File: src/rtl/sd_dac.sv
// sd_dac: second-order sigma-delta DAC with 128x linear interpolation and a one-deep sample buffer
module sd_dac #(
  parameter int DW       = 12,
  parameter int OSR_LOG2 = 7
) (
  input  logic          clk,
  input  logic          rst_n,
  input  logic [DW-1:0] din,
  input  logic          din_valid,
  output logic          din_ready,
  output logic          sample_req,
  output logic          underrun,
  output logic          dout
);
  localparam int AW = DW + OSR_LOG2;
  localparam int SW = 24;
  localparam logic [DW-1:0] MID = {1'b1, {(DW-1){1'b0}}};
  localparam logic signed [SW+1:0] FB = {{(SW+1-AW){1'b0}}, 1'b1, {AW{1'b0}}};
  localparam logic signed [SW+1:0] SMAX = {3'b000, {(SW-1){1'b1}}};
  localparam logic signed [SW+1:0] SMIN = -SMAX;

  logic [OSR_LOG2-1:0] ph_q, ph_d;
  logic                full_q, full_d;
  logic [DW-1:0]       pend_q, pend_d, prev_q, prev_d, tgt;
  logic [AW-1:0]       acc_q, acc_d;
  logic signed [DW:0]  dlt_q, dlt_d;
  logic signed [SW-1:0] s1_q, s1_d, s2_q, s2_d;
  logic signed [SW+1:0] u, fb, s1_sum, s2_sum;
  logic                dout_q, bnd, accept, y;

  function automatic logic signed [SW-1:0] sat(input logic signed [SW+1:0] v);
    return (v > SMAX) ? SMAX[SW-1:0] : (v < SMIN) ? SMIN[SW-1:0] : v[SW-1:0];
  endfunction

  assign bnd        = &ph_q;
  assign accept     = din_valid & ~full_q;
  assign din_ready  = ~full_q;
  assign sample_req = bnd;
  assign underrun   = bnd & ~full_q & ~din_valid;
  assign dout       = dout_q;
  assign y          = ~s2_q[SW-1];

  // sample buffer, target selection and linear-ramp interpolator
  always_comb begin
    tgt    = full_q ? pend_q : din_valid ? din : prev_q;
    ph_d   = ph_q + {{(OSR_LOG2-1){1'b0}}, 1'b1};
    full_d = bnd ? 1'b0 : full_q | accept;
    pend_d = (accept & ~bnd) ? din : pend_q;
    prev_d = bnd ? tgt : prev_q;
    dlt_d  = bnd ? $signed({1'b0, tgt}) - $signed({1'b0, prev_q}) : dlt_q;
    acc_d  = bnd ? {prev_q, {OSR_LOG2{1'b0}}} : acc_q + {{(AW-DW-1){dlt_q[DW]}}, dlt_q};
  end

  // saturating double integrator fed back by the 1-bit quantizer
  always_comb begin
    u      = $signed({{(SW+2-AW){1'b0}}, acc_q});
    fb     = y ? FB : '0;
    s1_sum = {{2{s1_q[SW-1]}}, s1_q} + u - fb;
    s1_d   = sat(s1_sum);
    s2_sum = {{2{s2_q[SW-1]}}, s2_q} + {{2{s1_d[SW-1]}}, s1_d} - fb;
    s2_d   = sat(s2_sum);
  end

  // state registers
  always_ff @(posedge clk or negedge rst_n) begin
    if (!rst_n) begin
      ph_q   <= '0;
      full_q <= 1'b0;
      pend_q <= '0;
      prev_q <= MID;
      acc_q  <= {MID, {OSR_LOG2{1'b0}}};
      dlt_q  <= '0;
      s1_q   <= '0;
      s2_q   <= '0;
      dout_q <= 1'b0;
    end else begin
      ph_q   <= ph_d;
      full_q <= full_d;
      pend_q <= pend_d;
      prev_q <= prev_d;
      acc_q  <= acc_d;
      dlt_q  <= dlt_d;
      s1_q   <= s1_d;
      s2_q   <= s2_d;
      dout_q <= y;
    end
  end
endmodule
File: config.mk
export PLATFORM = sky130hd
export DESIGN_NAME = sd_dac
export DESIGN_NICKNAME = d
export VERILOG_FILES = /design/src/rtl/sd_dac.sv
export SDC_FILE = /design/constraint.sdc
export NUM_CORES = 1
export LEC_CHECK = 0
export CORE_UTILIZATION = 60
export DETAILED_ROUTE_END_ITERATION = 16
export PLACE_DENSITY = 0.78
export SLEW_MARGIN = 20
export SYNTH_ARGS = -nofsm -noshare
export SYNTH_HDL_FRONTEND = slang
export SYNTH_SLANG_ARGS = --single-unit
File: constraint.sdc
create_clock -name clk -period 15.1 [get_ports clk]
set_input_delay 1.51 -clock clk [delete_from_list [all_inputs] [get_ports clk]]
set_output_delay 1.51 -clock clk [all_outputs]
set_load 0.03 [all_outputs]
Yosys cells after proc, flatten, opt, wreduce, memory -nomap -nowiden
Index checks and enable logic that the tools add are counted.

Flip-flop bits (word level): 113. Latch bits: 0. Bits in writable memories: 0. ROM bits: 0. Input bits: 15. Logic and storage cells: 39. Memories: 0.

$add $sub $neg: 7. $mul: 0. Div/mod/pow operators: 0. Order comparisons: 4. Equality and inequality tests: 0. Shift-type cells: 0. Muxes and demuxes: 9. Bitwise logic cells: 9. Reduce and logical (&&, ||, !) cells: 1.

Operators by type and width (count): two-way mux 24 bit (4); greater-than comparator 26 x 24 -> 1 bit (second input constant) (2); less-than comparator 26 x 24 -> 1 bit (second input constant) (2); subtractor 25 x 21 -> 26 bit (2); adder 24 x 20 -> 25 bit (1); adder 24 x 24 -> 25 bit (1); two-way mux 12 bit (2); two-way mux 20 bit (1); adder 19 bit (1); two-way mux 19 bit (1); subtractor 12 x 12 -> 13 bit (1); adder 7 x 1 -> 7 bit (second input constant) (1); AND reduction 7 bit (1); bitwise AND 1 bit (4); inverter 1 bit (4); two-way mux 1 bit (1); OR 1 bit (1).

Longest topological paths before layout
Depth in word-level cells: 10. Gate-level depth with buffers: 36.

Worst setup path after synthesis
No wires, ideal clock.

Kind: register to register. Start: register acc_q[2]. End: register s2_q[8]. Library setup time: 127 ps. Arrival: 6896 ps. Required time: 14973 ps. Setup slack: 8077 ps. Stages on the path, launching flop included: 36. Path buffers: 2. Clock period less this slack: 7023 ps. Cell sequence: dfrtp_1 > inv_1 > ha_1 > inv_1 > ha_1 > a211o_1 > a21oi_1 > o21ai_0 > a31oi_1 > o31ai_1 > nor3_1 > a2111oi_0 > nor4_1 > nand4_1 > nand3_1 > nand2_1 > clkbuf_1 > a21oi_1 > ha_1 > inv_1 > ha_1 > nor2b_1 > o21ai_1 > a21o_1 > a21oi_1 > a211oi_1 > a211oi_1 > o31a_1 > or2_2 > a2111oi_1 > o211a_1 > a211o_1 > a211o_1 > clkbuf_1 > nand2b_1 > nand3_1.

Cells in the longest elaborated chain, start to end: 10. Elaborated cells on any way between the ends: 12. Classes of those cells: add/sub: 4; order compare: 4; mux: 4.

RTL lines: start, declared (RTL line 25) `logic [AW-1:0] acc_q, acc_d;`; start signal, assigned (RTL line 71) `acc_q <= {MID, {OSR_LOG2{1'b0}}};`; adder 24 x 20 -> 25 bit (*) (RTL line 58) `s1_sum = {{2{s1_q[SW-1]}}, s1_q} + u - fb;`; subtractor 25 x 21 -> 26 bit (*) (RTL line 58); less-than comparator 26 x 24 -> 1 bit (RTL line 32) `return (v > SMAX) ? SMAX[SW-1:0] : (v < SMIN) ? SMIN[SW-1:0] : v[SW-1:0];`; two-way mux 24 bit (RTL line 32); two-way mux 24 bit (*) (RTL line 32); adder 24 x 24 -> 25 bit (*) (RTL line 60) `s2_sum = {{2{s2_q[SW-1]}}, s2_q} + {{2{s1_d[SW-1]}}, s1_d} - fb;`; subtractor 25 x 21 -> 26 bit (*) (RTL line 60); less-than comparator 26 x 24 -> 1 bit (RTL line 32); two-way mux 24 bit (RTL line 32); two-way mux 24 bit (*) (RTL line 32); via s2_d[8] (RTL line 27) `logic signed [SW-1:0] s1_q, s1_d, s2_q, s2_d;`; end signal, assigned (RTL line 74) `s2_q <= '0;`; end signal, assigned (RTL line 84) `s2_q <= s2_d;`; end, declared (RTL line 27).

The timed path passes the listed nets; every way through them passes the cells marked *. A chain may end at the register's enable or synchronous reset.

Final worst setup path
Start: register acc_q[2]. End: register s2_q[13].

The elaborated chain is that of the path after synthesis.

==> run summary <==
Status - finished, final reports clean
Global route overflow - 0
Worst Clk Skew - 10.56 ps
Vias in the first global route - 7,594
Post-CTS sizing - 0
Lkg Pwr - 5.127 nW
Complex-gate fraction of the synthesized area - 19.62%
Crit-path slowest cell - a2111oi_0
Post-layout power - 729.1 uW
Clk Tree Root Cell - clkbuf_16
Initial core utilization - 61.71%
Syn Area/Cell - 8.211 sq um
Placed Instance Area - 9766 sq um
Design area - 10,360 sq um
CP required - 15,400 ps
TritonCTS Buffers - 17
CTS tree - built
Crit path top cell by count - ha_1
Combined area of the multi-input logic cells - 5709 sq um
Yosys Warn Count - 0
Wire per inst - 15.18 microns
Share of layout cells above drive strength 1 - 6.832%
First-pass GRT wire length - 35,910 microns
Setup CP Type - flip-flop to flip-flop
Type of origin of the critical path - flip-flop
Power per cell area - 70.36 nW/um^2
Worst path max stage delay - 710 ps
Htree depth - 4
Layout Nets - 1,295
RSZ-0062 raised after global routing - no
Drt drc - 0
Synth Cell Area - 9450 sq um
Num ports - 19
Main flop type after synthesis - dfrtp_1
Post-synth EDFFs - 0
Die Wd - 127.5 microns
Adder-Cell Fraction of Synth Area - 16.39%
Initial drt markers - 593
Slack of the critical path - 6447 ps
Die ar. - 16,260 sq um
Final Max Slew Viols - 0
Gate Count Post-Synth - 1,151
Register area share after synthesis - 29.95%
Fillers - 1,262
Placer congestion estimate - 0.9053
Die Span Y - 127.5 microns
Endpoints failing hold - 0
Diodes inserted - 0
Setup bufs post-CTS - 0
Setup_tns - 0 ps
DR vias/cell - 5.679
Crit. End Element - flip-flop
Place WS - 6663 ps
Clk pin slew, worst setup/hold paths - 50 ps
Register area - 2830 sq um
Antenna-violating nets left - 0
Post-Synth Simple-Gate Area - 16.01%
Hold Path Class - flip-flop to flip-flop
Largest net degree at the start of global routing - 58
Post-synthesis xor/xnor area fraction - 5.375%
Core area - 15,310 sq um
Post-synthesis mux area share - 3.019%
Area delta synth->final - 9.651%
# hold bufs at CTS - 0
Worst-Skew Late Latency - 420 ps
Clock tree buffer depth - 2
Synthesized Nets - 1,288
Tmin final - 8653 ps
WP data arrival - 8950 ps
DP HPWL - 15,960 microns
# rows - 45
Yosys cell types - 78
Largest family of logic cells by synthesized area - compound AO/OA/AOI/OAI gates
CP max FO - 14
VDD IR-drop max - 0.08282 mV
IO buf count - 18
Clock Sinks - 113
Final Cycle Share - 57.31%
Number of max-cap violations - 0
Slew @ Worst Pin - 983.1 ps
Initial antenna violation count - 0
Final WL - 20,980 microns
Fmax - 115.6 MHz
Slew HR - 34.22%
Setup violators final - 0
Vias - 7,848
Total GRT Usage - 27.89%
DR pass1 iterations - 6
Synthesis-stage register bit count - 113
Post-synth ARST share - 100.0%
==> cell families (layout without fill, tap and decap cells) <==
logic type      count (synthesis)  after routing
fa+ha+maj                     122            122
xor+xnor                       58             58
simple gates                  314            314
buf+inv                       236            256
mux                            27             27
flops                         113            113
compound gates                281            281
==> worst max-delay path, delay by kind of cell (launching register included) <==
kind,cells,cell delay [ps]
fa+ha+maj,4,1290
buf+inv,3,140
flops,1,350
compound gates,18,5150
simple gates,8,1570
==> report_power, final <==
part | internal, mW | switching, mW | total, mW
Clock | 0.255 | 0.142 | 0.397
Combinational | 0.0109 | 0.0140 | 0.0249
Sequential | 0.306 | 0.00137 | 0.307
Total | 0.572 | 0.157 | 0.729
==> stage by stage <==
| step | hold slack, ps | utilization, % | cells |
|---|---|---|---|
| 3_5_place_dp | 457.0 | 63.77 | 1349 |
| 4_1_cts | 466.0 | 67.59 | 1381 |
| 6_report | 462.2 | 67.66 | 1382 |
| 2_1_floorplan | 437.6 | - | 1151 |
| 3_3_place_gp | 454.3 | 63.77 | 1349 |
| 5_1_grt | 479.3 | 67.66 | 1382 |
==> cells in the final DEF, fill, tap and decap left out, drive strengths merged, types with 3 or more instances in the layout <==
| master | count |
|---|---|
| and3 | 7 |
| nand3 | 26 |
| o21a | 11 |
| ha | 119 |
| o31ai | 12 |
| a21oi | 84 |
| nand4 | 9 |
| a2111oi | 4 |
| nand2 | 99 |
| nor2 | 73 |
| a211oi | 7 |
| nand2b | 21 |
| mux2 | 12 |
| clkinv | 5 |
| fa | 3 |
| a41o | 3 |
| nor3 | 23 |
| a41oi | 3 |
| a31oi | 9 |
| clkdlybuf4s50 | 17 |
| or2 | 10 |
| buf | 6 |
| inv | 201 |
| o21ai | 82 |
| mux2i | 15 |
| nor2b | 16 |
| xnor2 | 37 |
| xor2 | 21 |
| and2 | 7 |
| dfrtp | 111 |
| o211ai | 5 |
| a211o | 7 |
| o21bai | 8 |
| a21o | 24 |
| a21boi | 5 |
| clkbuf | 23 |
| nor4 | 8 |
| or3 | 3 |
==> cells in the mapped netlist, types with 10 or more instances <==
cell type / n / area [sq um]
a21o_1: 24 / 180.2
a21oi_1: 80 / 400.4
clkbuf_1: 22 / 82.58
dfrtp_1: 111 / 2778
ha_1: 119 / 1489
inv_1: 200 / 750.7
mux2_2: 12 / 135.1
mux2i_1: 15 / 150.1
nand2_1: 99 / 371.6
nand2b_1: 21 / 131.4
nand3_1: 26 / 130.1
nor2_1: 73 / 274.0
nor2b_1: 16 / 100.1
nor3_1: 22 / 110.1
o21a_1: 11 / 82.58
o21ai_0: 73 / 365.4
o31ai_1: 11 / 82.58
or2_2: 10 / 62.56
xnor2_1: 37 / 324.1
xor2_1: 21 / 183.9
==> area by class of cell <==
class                      instances  share of cell area, %
inverter                         201                  7.281
timing repair buffer              23                  2.113
clock inverter                     9                  1.038
multi-input combinational        802                  55.10
sequential                       113                  27.31
tap                              211                  2.548
clock buffer                      23                  4.612
==> metal layers <==
| layer | global-route usage (%) | vias up | share of wire, % |
|---|---|---|---|
| met1 | 36.87 | 3706 | 47 |
| met5 | 0 | - | 0 |
| met4 | 8.754 | 0 | 2.0 |
| met2 | 46.13 | 192 | 46 |
| met3 | 5.360 | 36 | 5.0 |
| li1 | - | 3914 | - |
==> sequential cells by signal, summed over array words and instances, names as in the netlist <==
name,cells
dlt_q,13
ph_q,7
dout,1
s1_q,24
pend_q,12
prev_q,12
full_q,1
s2_q,24
acc_q,19
==> worst paths after layout <==
kind                                from         to  slack, ps  cells past startpoint
worst min-delay path             ph_q[5]    ph_q[5]        460                      1
worst min register to register   ph_q[5]    ph_q[5]        460                      1
min in group asynchronous          rst_n  pend_q[0]       1160                      1
worst max-delay path            acc_q[2]   s2_q[13]       6450                     33
worst max register to register  acc_q[2]   s2_q[13]       6450                     33
max in group asynchronous          rst_n   s1_q[12]      12710                      2
No activity file was read; power rests on OpenSTA's default activity.
